<file path="src/rtl/alu_pkg.sv">
// Shared definitions for the time-shared ALU controller.
// Contents:
//   ALU_W         operand and result width
//   alu_op_e      ALU opcodes; encodings 3'b101..3'b111 are illegal
//   ctrl_state_e  controller states IDLE -> EXEC -> RESP
//   is_legal_op   1 when an opcode maps onto a real ALU operation
package alu_pkg;

    localparam int ALU_W = 8;

    typedef enum logic [2:0] {
        ALU_ADD = 3'd0,
        ALU_SUB = 3'd1,
        ALU_AND = 3'd2,
        ALU_OR  = 3'd3,
        ALU_XOR = 3'd4
    } alu_op_e;

    typedef enum logic [1:0] {
        IDLE,
        EXEC,
        RESP
    } ctrl_state_e;

    function automatic logic is_legal_op(input logic [2:0] op);
        return (op <= ALU_XOR);
    endfunction

endpackage

</file>
<file path="src/rtl/alu.sv">
// Combinational 8-bit ALU: ADD, SUB, AND, OR, XOR with carry, zero and
// signed-overflow flags.
// Ports:
//   op        in   3      opcode (alu_op_e encoding)
//   a, b      in   ALU_W  operands
//   result    out  ALU_W  operation result (0 for an illegal opcode)
//   carry     out  1      carry out; for SUB 1 means no borrow
//   zero      out  1      result == 0
//   overflow  out  1      two's-complement overflow (ADD/SUB only)
module alu
    import alu_pkg::*;
(
    input  logic [2:0]       op,
    input  logic [ALU_W-1:0] a,
    input  logic [ALU_W-1:0] b,
    output logic [ALU_W-1:0] result,
    output logic             carry,
    output logic             zero,
    output logic             overflow
);

    localparam int MSB = ALU_W - 1;

    logic [ALU_W:0] sum;

    always_comb begin
        sum      = '0;
        result   = '0;
        carry    = 1'b0;
        overflow = 1'b0;
        case (alu_op_e'(op))
            ALU_ADD: begin
                sum      = {1'b0, a} + {1'b0, b};
                result   = sum[MSB:0];
                carry    = sum[ALU_W];
                overflow = (a[MSB] == b[MSB]) && (result[MSB] != a[MSB]);
            end
            ALU_SUB: begin
                // Subtract as a + ~b + 1 so carry reads as "no borrow".
                sum      = {1'b0, a} + {1'b0, ~b} + {{ALU_W{1'b0}}, 1'b1};
                result   = sum[MSB:0];
                carry    = sum[ALU_W];
                overflow = (a[MSB] != b[MSB]) && (result[MSB] != a[MSB]);
            end
            ALU_AND: result = a & b;
            ALU_OR:  result = a | b;
            ALU_XOR: result = a ^ b;
            default: result = '0;
        endcase
        zero = (result == '0);
    end

endmodule

</file>
<file path="src/rtl/rr_arbiter.sv">
// Combinational round-robin arbiter. The search starts at ptr and wraps,
// so the requester at ptr has highest priority.
// Ports:
//   req    in   N_REQ  request vector
//   ptr    in   ID_W   index with highest priority this cycle (< N_REQ)
//   grant  out  N_REQ  one-hot grant, zero when no request
//   idx    out  ID_W   index of the granted requester
//   any    out  1      at least one request present
module rr_arbiter #(
    parameter int N_REQ = 2,
    parameter int ID_W  = $clog2(N_REQ)
) (
    input  logic [N_REQ-1:0] req,
    input  logic [ID_W-1:0]  ptr,
    output logic [N_REQ-1:0] grant,
    output logic [ID_W-1:0]  idx,
    output logic             any
);

    always_comb begin
        grant = '0;
        idx   = '0;
        any   = 1'b0;
        for (int k = 0; k < N_REQ; k++) begin
            if (!any && req[(int'(ptr) + k) % N_REQ]) begin
                any                               = 1'b1;
                grant[(int'(ptr) + k) % N_REQ]    = 1'b1;
                idx                               = ID_W'((int'(ptr) + k) % N_REQ);
            end
        end
    end

endmodule

</file>
<file path="src/rtl/alu_share_ctrl.sv">
// Shares one ALU between N_REQ requesters. A round-robin winner is accepted
// in IDLE, its command executes from registered operands in EXEC, and the
// registered, ID-tagged response is held in RESP until rsp_ready.
// Ports:
//   clk, rst_n    clock, asynchronous active-low reset
//   req_valid     per-requester command valid
//   req_ready     per-requester accept (one-hot or zero, IDLE only)
//   req_op/a/b    packed per-requester opcode [3*i+:3], operands [8*i+:8]
//   rsp_valid     response valid, held until rsp_ready
//   rsp_ready     response accept
//   rsp_id        requester index of the response
//   rsp_result    ALU result (0 for an illegal opcode)
//   rsp_carry/zero/overflow  ALU flags (0 for an illegal opcode)
//   rsp_err       opcode was illegal
module alu_share_ctrl
    import alu_pkg::*;
#(
    parameter int N_REQ = 2,
    parameter int ID_W  = $clog2(N_REQ)
) (
    input  logic                   clk,
    input  logic                   rst_n,
    input  logic [N_REQ-1:0]       req_valid,
    output logic [N_REQ-1:0]       req_ready,
    input  logic [3*N_REQ-1:0]     req_op,
    input  logic [ALU_W*N_REQ-1:0] req_a,
    input  logic [ALU_W*N_REQ-1:0] req_b,
    output logic                   rsp_valid,
    input  logic                   rsp_ready,
    output logic [ID_W-1:0]        rsp_id,
    output logic [ALU_W-1:0]       rsp_result,
    output logic                   rsp_carry,
    output logic                   rsp_zero,
    output logic                   rsp_overflow,
    output logic                   rsp_err
);

    ctrl_state_e state;
    logic [ID_W-1:0] ptr;

    logic [N_REQ-1:0] grant;
    logic [ID_W-1:0]  grant_idx;
    logic             grant_any;

    logic [2:0]       op_p0;
    logic [ALU_W-1:0] a_p0;
    logic [ALU_W-1:0] b_p0;
    logic [ID_W-1:0]  id_p0;

    logic [ALU_W-1:0] alu_result;
    logic             alu_carry;
    logic             alu_zero;
    logic             alu_overflow;

    logic accept;

    rr_arbiter #(
        .N_REQ (N_REQ),
        .ID_W  (ID_W)
    ) u_arb (
        .req   (req_valid),
        .ptr   (ptr),
        .grant (grant),
        .idx   (grant_idx),
        .any   (grant_any)
    );

    // Grants are only offered while idle; the winner sees ready for one cycle.
    assign req_ready = (state == IDLE) ? grant : '0;
    assign accept    = (state == IDLE) && grant_any;

    // Stage p0: capture the winning command; the ALU only ever sees these.
    always_ff @(posedge clk) begin
        if (accept) begin
            op_p0 <= req_op[3*grant_idx +: 3];
            a_p0  <= req_a[ALU_W*grant_idx +: ALU_W];
            b_p0  <= req_b[ALU_W*grant_idx +: ALU_W];
            id_p0 <= grant_idx;
        end
    end

    alu u_alu (
        .op       (op_p0),
        .a        (a_p0),
        .b        (b_p0),
        .result   (alu_result),
        .carry    (alu_carry),
        .zero     (alu_zero),
        .overflow (alu_overflow)
    );

    // Stage p1: controller and registered response channel.
    always_ff @(posedge clk or negedge rst_n) begin
        if (!rst_n) begin
            state        <= IDLE;
            ptr          <= '0;
            rsp_valid    <= 1'b0;
            rsp_id       <= '0;
            rsp_result   <= '0;
            rsp_carry    <= 1'b0;
            rsp_zero     <= 1'b0;
            rsp_overflow <= 1'b0;
            rsp_err      <= 1'b0;
        end else begin
            case (state)
                IDLE: begin
                    if (grant_any) begin
                        state <= EXEC;
                    end
                end
                EXEC: begin
                    rsp_valid <= 1'b1;
                    rsp_id    <= id_p0;
                    if (is_legal_op(op_p0)) begin
                        rsp_result   <= alu_result;
                        rsp_carry    <= alu_carry;
                        rsp_zero     <= alu_zero;
                        rsp_overflow <= alu_overflow;
                        rsp_err      <= 1'b0;
                    end else begin
                        rsp_result   <= '0;
                        rsp_carry    <= 1'b0;
                        rsp_zero     <= 1'b0;
                        rsp_overflow <= 1'b0;
                        rsp_err      <= 1'b1;
                    end
                    // The requester just served drops to lowest priority.
                    ptr   <= (int'(id_p0) == N_REQ - 1) ? '0 : id_p0 + 1'b1;
                    state <= RESP;
                end
                RESP: begin
                    if (rsp_ready) begin
                        rsp_valid <= 1'b0;
                        state     <= IDLE;
                    end
                end
                default: state <= IDLE;
            endcase
        end
    end

endmodule

</file>
<file path="config.mk">
export PLATFORM = sky130hd
export DESIGN_NAME = alu_share_ctrl
export DESIGN_NICKNAME = d
export VERILOG_FILES = /design/src/rtl/alu_pkg.sv /design/src/rtl/alu.sv /design/src/rtl/rr_arbiter.sv /design/src/rtl/alu_share_ctrl.sv
export SDC_FILE = /design/constraint.sdc
export NUM_CORES = 1
export LEC_CHECK = 0
export CORE_MARGIN = 1
export CORE_UTILIZATION = 42
export CTS_CLUSTER_DIAMETER = 80
export DETAILED_ROUTE_END_ITERATION = 16
export PLACE_DENSITY_LB_ADDON = 0.12
export SYNTH_ARGS = -nofsm -noshare
export SYNTH_HDL_FRONTEND = slang
export SYNTH_SLANG_ARGS = --single-unit
</file>
<file path="constraint.sdc">
create_clock -name clk -period 3.5 [get_ports clk]
set_clock_uncertainty 0.05 [all_clocks]
set_input_delay 0.525 -clock clk [delete_from_list [all_inputs] [get_ports clk]]
set_output_delay 0.525 -clock clk [all_outputs]
set_load 0.05 [all_outputs]
</file>
==> results of run 1 <==
## cell type report
type / count / area, sq um
Clock buffer: 5 / 68.8
Inverter: 25 / 93.8
Timing Repair Buffer: 59 / 588
Clock inverter: 3 / 16.3
Multi-Input combinational cell: 235 / 1470
Tap cell: 75 / 93.8
Fill cell: 595 / 2670
Sequential cell: 37 / 1030
## worst min-delay path by stage
stage	start	end	slack, ns
3_3_place_gp	rsp_carry	rsp_carry	0.40
3_5_place_dp	rsp_result[4]	rsp_result[4]	0.41
5_1_grt	id_p0	ptr	0.44
4_1_cts	id_p0	ptr	0.42
6_report	rsp_carry	rsp_carry	0.43
2_1_floorplan	rst_n	ptr	0.18
## cells in the mapped netlist (2+ instances only)
master    instances  area (sq um)
nor2_1           17          63.8
inv_1            24          90.1
nand2_1          79           297
nor2b_1           3          18.8
o21ai_0          13          65.1
xnor2_1           7          61.3
ha_1             24           300
o211ai_1          2          15.0
nand3b_1          3          22.5
fa_1              2          40.0
a211oi_1          6          45.0
a31oi_1           3          18.8
mux2i_1           3          30.0
nor3_1            5          25.0
clkbuf_1          9          33.8
dfrtp_1          17           425
edfxtp_1         20           601
o21a_1            3          22.5
buf_2             3          15.0
o21ai_1           5          25.0
nand2b_1          5          31.3
nand3_1           6          30.0
mux2_2            3          33.8
a21oi_1          21           105
buf_6             2          22.5
a21o_1            2          15.0
a21oi_2           2          17.5
o21bai_1          2          15.0
## worst max-delay path: stages
cell	delay, ns
clkdlybuf4s50_1	0.52
o21ai_1	0.11
nor3_1	0.17
clkdlybuf4s50_1	0.85
## layer usage
metal / global-route usage [%] / up-vias
met5: 0 / -
li1: - / 1165
met4: 5.79 / 0
met1: 21.8 / 961
met2: 28.3 / 59
met3: 3.67 / 5
## flip-flops by register name (all words and copies together) (netlist names)
| name | cells |
|---|---|
| rsp_overflow | 1 |
| ptr | 1 |
| rsp_valid | 1 |
| rsp_carry | 1 |
| b_p0 | 8 |
| a_p0 | 8 |
| rsp_zero | 1 |
| state | 2 |
| rsp_err | 1 |
| id_p0 | 1 |
| op_p0 | 3 |
| rsp_id | 1 |
| rsp_result | 8 |
## stage by stage
| step | total power (uW) | area (sq um) | utilization, % | hold WS, ns | setup slack [ns] |
|---|---|---|---|---|---|
| CTS | 2790 | 3360 | 55.8 | 0.425 | 0.762 |
| detailed placement | 2490 | 3270 | 54.3 | 0.413 | 0.783 |
| global route | 3010 | 3360 | 55.8 | 0.442 | 0.722 |
| global placement | 2480 | 3270 | 54.3 | 0.400 | 0.846 |
| floorplan | 2090 | 2680 | - | 0.179 | 1.00 |
| finish | 2780 | 3360 | 55.8 | 0.427 | 0.759 |
## logic make-up (layout without fill, tap and decap cells)
kind of cell / count (synthesis) / count (layout) / synth area share (%)
xor gates and xnor gates: 8 / 8 / 2.62
AOI/OAI and AO/OA: 70 / 70 / 17.3
adders and majority gates: 26 / 26 / 12.7
muxes: 6 / 6 / 2.38
buffers and inverters: 41 / 92 / 6.73
DFF: 37 / 37 / 38.3
and+or+nand+nor: 125 / 125 / 20.0
## layout by cell type, fill, tap and decap left out, types with 7 or more instances in the layout
cell type and instances:
a21oi_1 21, nand2_1 79, xnor2_1 7, clkdlybuf4s50_1 58
inv_1 24, nor2_1 17, dfrtp_1 17, o21ai_0 12
edfxtp_1 20, ha_1 24
## where the power goes
part / switching (uW) / total, uW / leakage (uW) / internal (uW)
clock network: 159 / 297 / 0.0000482 / 138
registers: 161 / 825 / 0.000409 / 664
logic: 1000 / 1660 / 0.00103 / 659
total: 1320 / 2780 / 0.00149 / 1460
==> impl_metrics.ini, run 1 <==
[critical_path]
ff2ff_setup_slack_ns = 0.97
worstSetupEndpointType = output pin
reg2regPathDepth = 9
worstSetupStartpoint = req_valid[1]
worstReg2RegEnd = rsp_zero
crit_arrival_ns = 2.17
critPathKind = in2out
cp-start-kind = input pin
crit_fanout = 4
cp-endpoint = req_ready[1]
r2r_start = b_p0[0]
worstPathRequired_ns = 2.92

[clocking]
cts_tree = yes
worst_skew_pair.late_latency_ns = 0.30
cts_hold_buf = 0
cts_resized = 0
post_cts_buffers = 0
cts_num_sinks = 37
clk_pin_slew_ns = 0.08
cts_made_buffers = 5
clock_tree.root_cell = clkbuf_8
htree_levels = 2
clockBufferDepth = 2

[logic_synthesis]
synth_area_sq_um = 2680
synth_area_per_cell_sq_um = 8.56
ys_ff_latch = 37
synth_top_flop_cell = edfxtp_1
yosys_warnings = 0
seq_area_frac_synth_pct = 38.3
synth_cell_types = 50
syn_nets = 382
synth_edf_count = 20
postSynthCellCount = 313
async_flop_share_pct = 45.9

[placed_design]
place.gp.congestion = 0.881
dp.cells = 431
io_buffers = 58
dp_hpwl_mm = 3.97

[grt]
grt_pass1_vias = 2025
overflow = 0
grt_pass1_wl_mm = 8.86
antenna_found_initial = 0
grt_max_degree = 28
track_usage_pct = 17.0

[sta]
tns_ns = 0
tightestPinTransition_ns = 0.860
drv_slew = 0
maxSlewHeadroom_pct = 42.6
period_share_pct = 78.3
setup-violations-final = 0
period_needed_ns = 2.74
hold_viol_final = 0
timing.fmax_mhz = 365
rsz0062_at_grt = false

[power_and_ir_drop]
leakage_uw = 0.00149
power.density_nw_per_um2 = 829
worst_ir_drop_vdd_mv = 0.439

[drt]
wl_met1_mm = 2.58
drc = 0
vias_per_cell = 4.99
drtIter0Drc = 159
wl_met2_mm = 2.26
drtPass1Iterations = 4
routed_wirelength_mm = 5.14
wl_per_cell_microns = 11.7
ant_nets = 0
wl_met3_microns = 227
route.vias.total = 2190
top_layer = met4

[floorplan]
core_area_sq_um = 6030
die_w_microns = 81.9
rows = 28
initial_core_util_pct = 44.5
io_pins = 59
die_y_microns = 81.9
die_area_sq_um = 6700

[cells_and_area]
instances_no_fill = 439
syn2layout_area_growth_pct = 25.4
layout-drive-gt1-share_pct = 6.59
final_nets = 432
diodes = 0

[min_path]
worstHoldPathCells = 2
hold_class = reg2reg

[flow_run]
cap_violations = 0

[status]
status = finished, final reports clean
Power figures use the tool's default switching activity.
==> run 2: changes to the inputs <==
==> constraint.sdc (replaced) <==
create_clock -name clk -period 2.35 [get_ports clk]
set_clock_uncertainty 0.05 [all_clocks]
set_input_delay 0.3525 -clock clk [delete_from_list [all_inputs] [get_ports clk]]
set_output_delay 0.3525 -clock clk [all_outputs]
set_load 0.05 [all_outputs]
==> run 2 against run 1 <==
Against the previous run: the run now ends with negative setup slack left; critical endpoint is now rsp_zero; critical path type is now reg2reg; combinational power increased by 69%; clock power is 46% higher; sequential power up 43%; flip-flop and latch count unchanged; highest routed layer unchanged; routed wire length up 5.7%; cell area grew 5.0%.
==> impl_metrics.ini, run 2 (synthesis results as in run 1) <==
[floorplan]
core_area_sq_um = 6030
die_area_sq_um = 6700
rows = 28
die_y_microns = 81.9
initial_core_util_pct = 44.5
die_w_microns = 81.9
io_pins = 59

[placed_design]
pre_cts_ws_ns = -0.174
io_buffers = 58
dp_hpwl_mm = 4.32
place.gp.congestion = 0.867

[cells_and_area]
layout-drive-gt1-share_pct = 14.0
final_nets = 447
final_cell_mix = nand2_1, clkdlybuf4s50_1, inv_1
mostFrequentLayoutCell = nand2_1
reg_top3 = a_p0 (8), b_p0 (8), rsp_result (8)
syn2layout_area_growth_pct = 31.7
diodes = 0

[drt]
ant_nets = 0
drtIter0Drc = 156
vias_per_cell = 5.02
wl_per_cell_microns = 12.0
drtPass1Iterations = 4
route.vias.total = 2280
drc = 0
routed_wirelength_mm = 5.43

[sta]
timing.fmax_mhz = 405
tightestPinTransition_ns = 0.718
postLayoutSetupSlackWorst_ns = -0.120
setup-violations-final = 1
hold_viol_final = 0
drv_slew = 0
fin_hold_ws_ns = 0.414
maxSlewHeadroom_pct = 52.0
period_needed_ns = 2.47
rsz0062_at_grt = true
period_share_pct = 105

[power_and_ir_drop]
leakage_uw = 0.00156
power.density_nw_per_um2 = 1250
worst_ir_drop_vdd_mv = 0.749

[critical_path]
worstSetupEndpointType = flop
crit_arrival_ns = 2.62
crit_fanout = 3
worstPathRequired_ns = 2.50
critPathKind = reg2reg
cp-start-kind = flop

[status]
violations = negative setup slack
status = finished, violations left

[min_path]
hold_class = reg2reg

[clocking]
worst_skew_pair.late_latency_ns = 0.30
clock_tree.root_cell = clkbuf_8
htree_levels = 2
clockBufferDepth = 2
cts_tree = yes
clk_pin_slew_ns = 0.08
cts_num_sinks = 37
cts_made_buffers = 5

[grt]
met3_usage_pct = 3.67
overflow = 0
antenna_found_initial = 0
use_met2_pct = 28.1
grt_pass1_vias = 2021
grt_pass1_wl_mm = 9.11
busiest_layer = met2
grtUsageMet1_pct = 24.1
grt_max_degree = 21
track_usage_pct = 17.6

[flow_run]
cap_violations = 0
[run 2: cell count changes in the layout (fill, tap and decap cells not counted), moves of 2 or more]
cell             previous run  this run
ha_2                        0         4
fa_1                        2         0
clkdlybuf4s50_1            58        56
fa_2                        0         2
ha_1                       24        19
a21oi_2                     2         4
buf_4                       1        17
a21oi_1                    21        19
[run 2: repair_timing]
item | CTS | global route
pin swaps | 1 | 3
resized for setup | 3 | 10
setup endpoints to repair | 2 | 5
setup buffers | 1 | 2
hold buffers | 0 | 0
[run 2: per-stage QoR]
stage                     util [%]  TNS, ns  cell area (sq um)  total power (uW)  instances
after detailed placement      56.0   -0.212               3370              3880        443
after global placement        56.0   -0.125               3370              3830        443
after global routing          58.5   -0.361               3530              4800        454
final                         58.5   -0.120               3530              4420        454
after floorplan                  -        0               2680              3120        313
after CTS                     57.6  -0.0915               3470              4330        452
[run 2: report_power, final]
part / switching (uW) / total (uW) / internal (uW)
registers: 198 / 1180 / 986
logic: 1610 / 2800 / 1190
clock network: 229 / 435 / 206
total: 2040 / 4420 / 2380
[run 2: path summary, 6_finish.rpt]
| kind | startpoint | end | slack (ns) | cells past startpoint |
|---|---|---|---|---|
| max | b_p0[0] | rsp_zero | -0.12 | 9 |
| min | id_p0 | ptr | 0.41 | 1 |
| max reg2reg | b_p0[0] | rsp_zero | -0.12 | 9 |
| min reg2reg | id_p0 | ptr | 0.41 | 1 |
| max in group asynchronous | rst_n | rsp_zero | 1.37 | 1 |
| min in group asynchronous | rst_n | rsp_result[1] | 0.43 | 1 |
[run 2: cell type report]
class,instances,area (sq um)
clock inverter,2,10.0
clock buffer,6,72.6
timing repair buffer,74,708
inverter,25,93.8
sequential,37,1030
tap,75,93.8
multi-input combinational,235,1520
fill,563,2500
[run 2: critical path: stages (launching register included)]
cell	delay, ns
edfxtp_1	0.42
ha_2	0.21
fa_2	0.35
mux2i_1	0.17
xnor2_1	0.13
nor2_1	0.06
a211oi_2	0.22
nand4_1	0.13
or4_4	0.43
o41ai_2	0.19
[run 2: routing by layer]
layer	share of wire (%)	up-vias
li1	-	1186
met1	47	1022
met2	47	66
met3	4.6	6
met4	0.81	0
met5	0	-
==> run 3: changes to the inputs <==
--- a/config.mk
+++ b/config.mk
@@ -7,9 +7,11 @@
 export LEC_CHECK = 0
 export CORE_MARGIN = 1
 export CORE_UTILIZATION = 42
+export CTS_BUF_LIST = sky130_fd_sc_hd__clkbuf_4
 export CTS_CLUSTER_DIAMETER = 80
 export DETAILED_ROUTE_END_ITERATION = 16
 export PLACE_DENSITY_LB_ADDON = 0.12
+export SLEW_MARGIN = 20
 export SYNTH_ARGS = -nofsm -noshare
 export SYNTH_HDL_FRONTEND = slang
 export SYNTH_SLANG_ARGS = --single-unit
==> run 3 against run 2 <==
Against the previous run: sequential power about the same; die area is the same; register-to-register slack got worse by 0.03 ns; combinational power grew 1%; clock power is 21% lower; the flow still finishes with violations (negative setup slack); first-iteration DRC count up 11%; largest cell class unchanged; routed wire length up 2.1%; cell count is 0.22% higher; flip-flop and latch count is the same; global-route usage grew 0.26 points; setup slack worse by 0.029 ns; core utilization decreased by 0.29 points; critical endpoint unchanged.
==> impl_metrics.ini, run 3 (synthesis results as in run 1) <==
[floorplan]
die_area_sq_um = 6700
core_area_sq_um = 6030
initial_core_util_pct = 44.5
io_pins = 59
rows = 28
die_w_microns = 81.9
die_y_microns = 81.9

[critical_path]
cp-start-kind = flop
critPathKind = reg2reg
worstReg2RegEnd = rsp_zero
worstPathRequired_ns = 2.57
crit_arrival_ns = 2.71
r2r_start = b_p0[0]
reg2regPathDepth = 9
ff2ff_setup_slack_ns = -0.15
crit_fanout = 3
worstSetupStartpoint = b_p0[0]
worstSetupEndpointType = flop

[sta]
timing.fmax_mhz = 400
rsz0062_at_grt = true
period_share_pct = 106
maxSlewHeadroom_pct = 52.2
period_needed_ns = 2.50
drv_slew = 0
tightestPinTransition_ns = 0.714
postLayoutSetupSlackWorst_ns = -0.149
setup-violations-final = 1
hold_viol_final = 0
fin_hold_ws_ns = 0.358

[cells_and_area]
reg_top3 = a_p0 (8), b_p0 (8), rsp_result (8)
final_nets = 448
layout-drive-gt1-share_pct = 14.7
diodes = 0
syn2layout_area_growth_pct = 31.0
final_cell_mix = nand2_1, clkdlybuf4s50_1, inv_1
fin_area_sq_um = 3510
mostFrequentLayoutCell = nand2_1

[grt]
grt_pass1_vias = 2033
grt_max_degree = 21
grt_pass1_wl_mm = 9.23
antenna_found_initial = 0
track_usage_pct = 17.9
overflow = 0

[min_path]
hold_class = in2async

[clocking]
worst_skew_pair.late_latency_ns = 0.36
cts_made_buffers = 5
clock_tree.root_cell = clkbuf_4
cts_num_sinks = 37
cts_tree = yes
clockBufferDepth = 2
clk_pin_slew_ns = 0.12
htree_levels = 2
cts_hold_buf = 0

[drt]
route.vias.total = 2291
drc = 0
vias_per_cell = 5.04
drtIter0Drc = 173
drtPass1Iterations = 4
ant_nets = 0
routed_wirelength_mm = 5.54
wl_per_cell_microns = 12.2

[power_and_ir_drop]
power.density_nw_per_um2 = 1240
leakage_uw = 0.00155
worst_ir_drop_vdd_mv = 0.758

[placed_design]
dp_hpwl_mm = 4.32
place.gp.congestion = 0.867
io_buffers = 58
post_dp_cell_area_sq_um = 3370

[status]
status = finished, violations left
violations = negative setup slack

[flow_run]
cap_violations = 0
## run 3: repair_timing
item,4_1_cts,5_1_grt
gates resized for setup,3,12
pin swaps,1,3
buffers inserted,1,3
setup endpoints to repair,2,5
## run 3: worst max path at each step
stage               end  cells past startpoint
2_1_floorplan  rsp_zero                      9
3_3_place_gp   rsp_zero                      9
3_5_place_dp   rsp_zero                      9
4_1_cts        rsp_zero                      9
5_1_grt        rsp_zero                      9
6_report       rsp_zero                      9
## run 3: power breakdown
part / switching [uW] / internal (uW)
sequential: 199 / 984
clock: 218 / 126
combinational: 1640 / 1200
## run 3: per-layer routing
layer  vias up  wire (microns)  GRT usage (%)
met5         -               0              0
met4         0              97           5.61
met3        11             295           4.00
met2        75            2600           28.3
met1      1020            2550           24.0
li1       1185               -              -
## run 3: final cells by class
type	instances	area [sq um]
Fill cell	563	2520
Tap cell	75	93.8
Timing Repair Buffer	75	716
Clock buffer	6	45.0
Inverter	25	93.8
Multi-Input combinational cell	235	1530
Sequential cell	37	1030
Clock inverter	2	10.0
## run 3: through the flow
stage               TNS [ns]  power [uW]  cells  setup slack (ns)  util (%)
floorplan                  0        3120    313        0.00000933         -
global placement      -0.125        3830    443            -0.107      56.0
detailed placement    -0.212        3880    443            -0.174      56.0
CTS                  -0.0957        4250    452           -0.0957      57.1
global route          -0.373        4740    455            -0.306      58.2
finish                -0.149        4370    455            -0.149      58.2
## run 3: worst max-delay path, stage by stage (launching register included)
cell and delay, ns:
edfxtp_1 0.43, ha_2 0.21, fa_2 0.38, mux2i_2 0.17, xnor2_1 0.13, nor2_1 0.06, a211oi_2 0.22, nand4_1 0.13
or4_4 0.43, o41ai_2 0.19
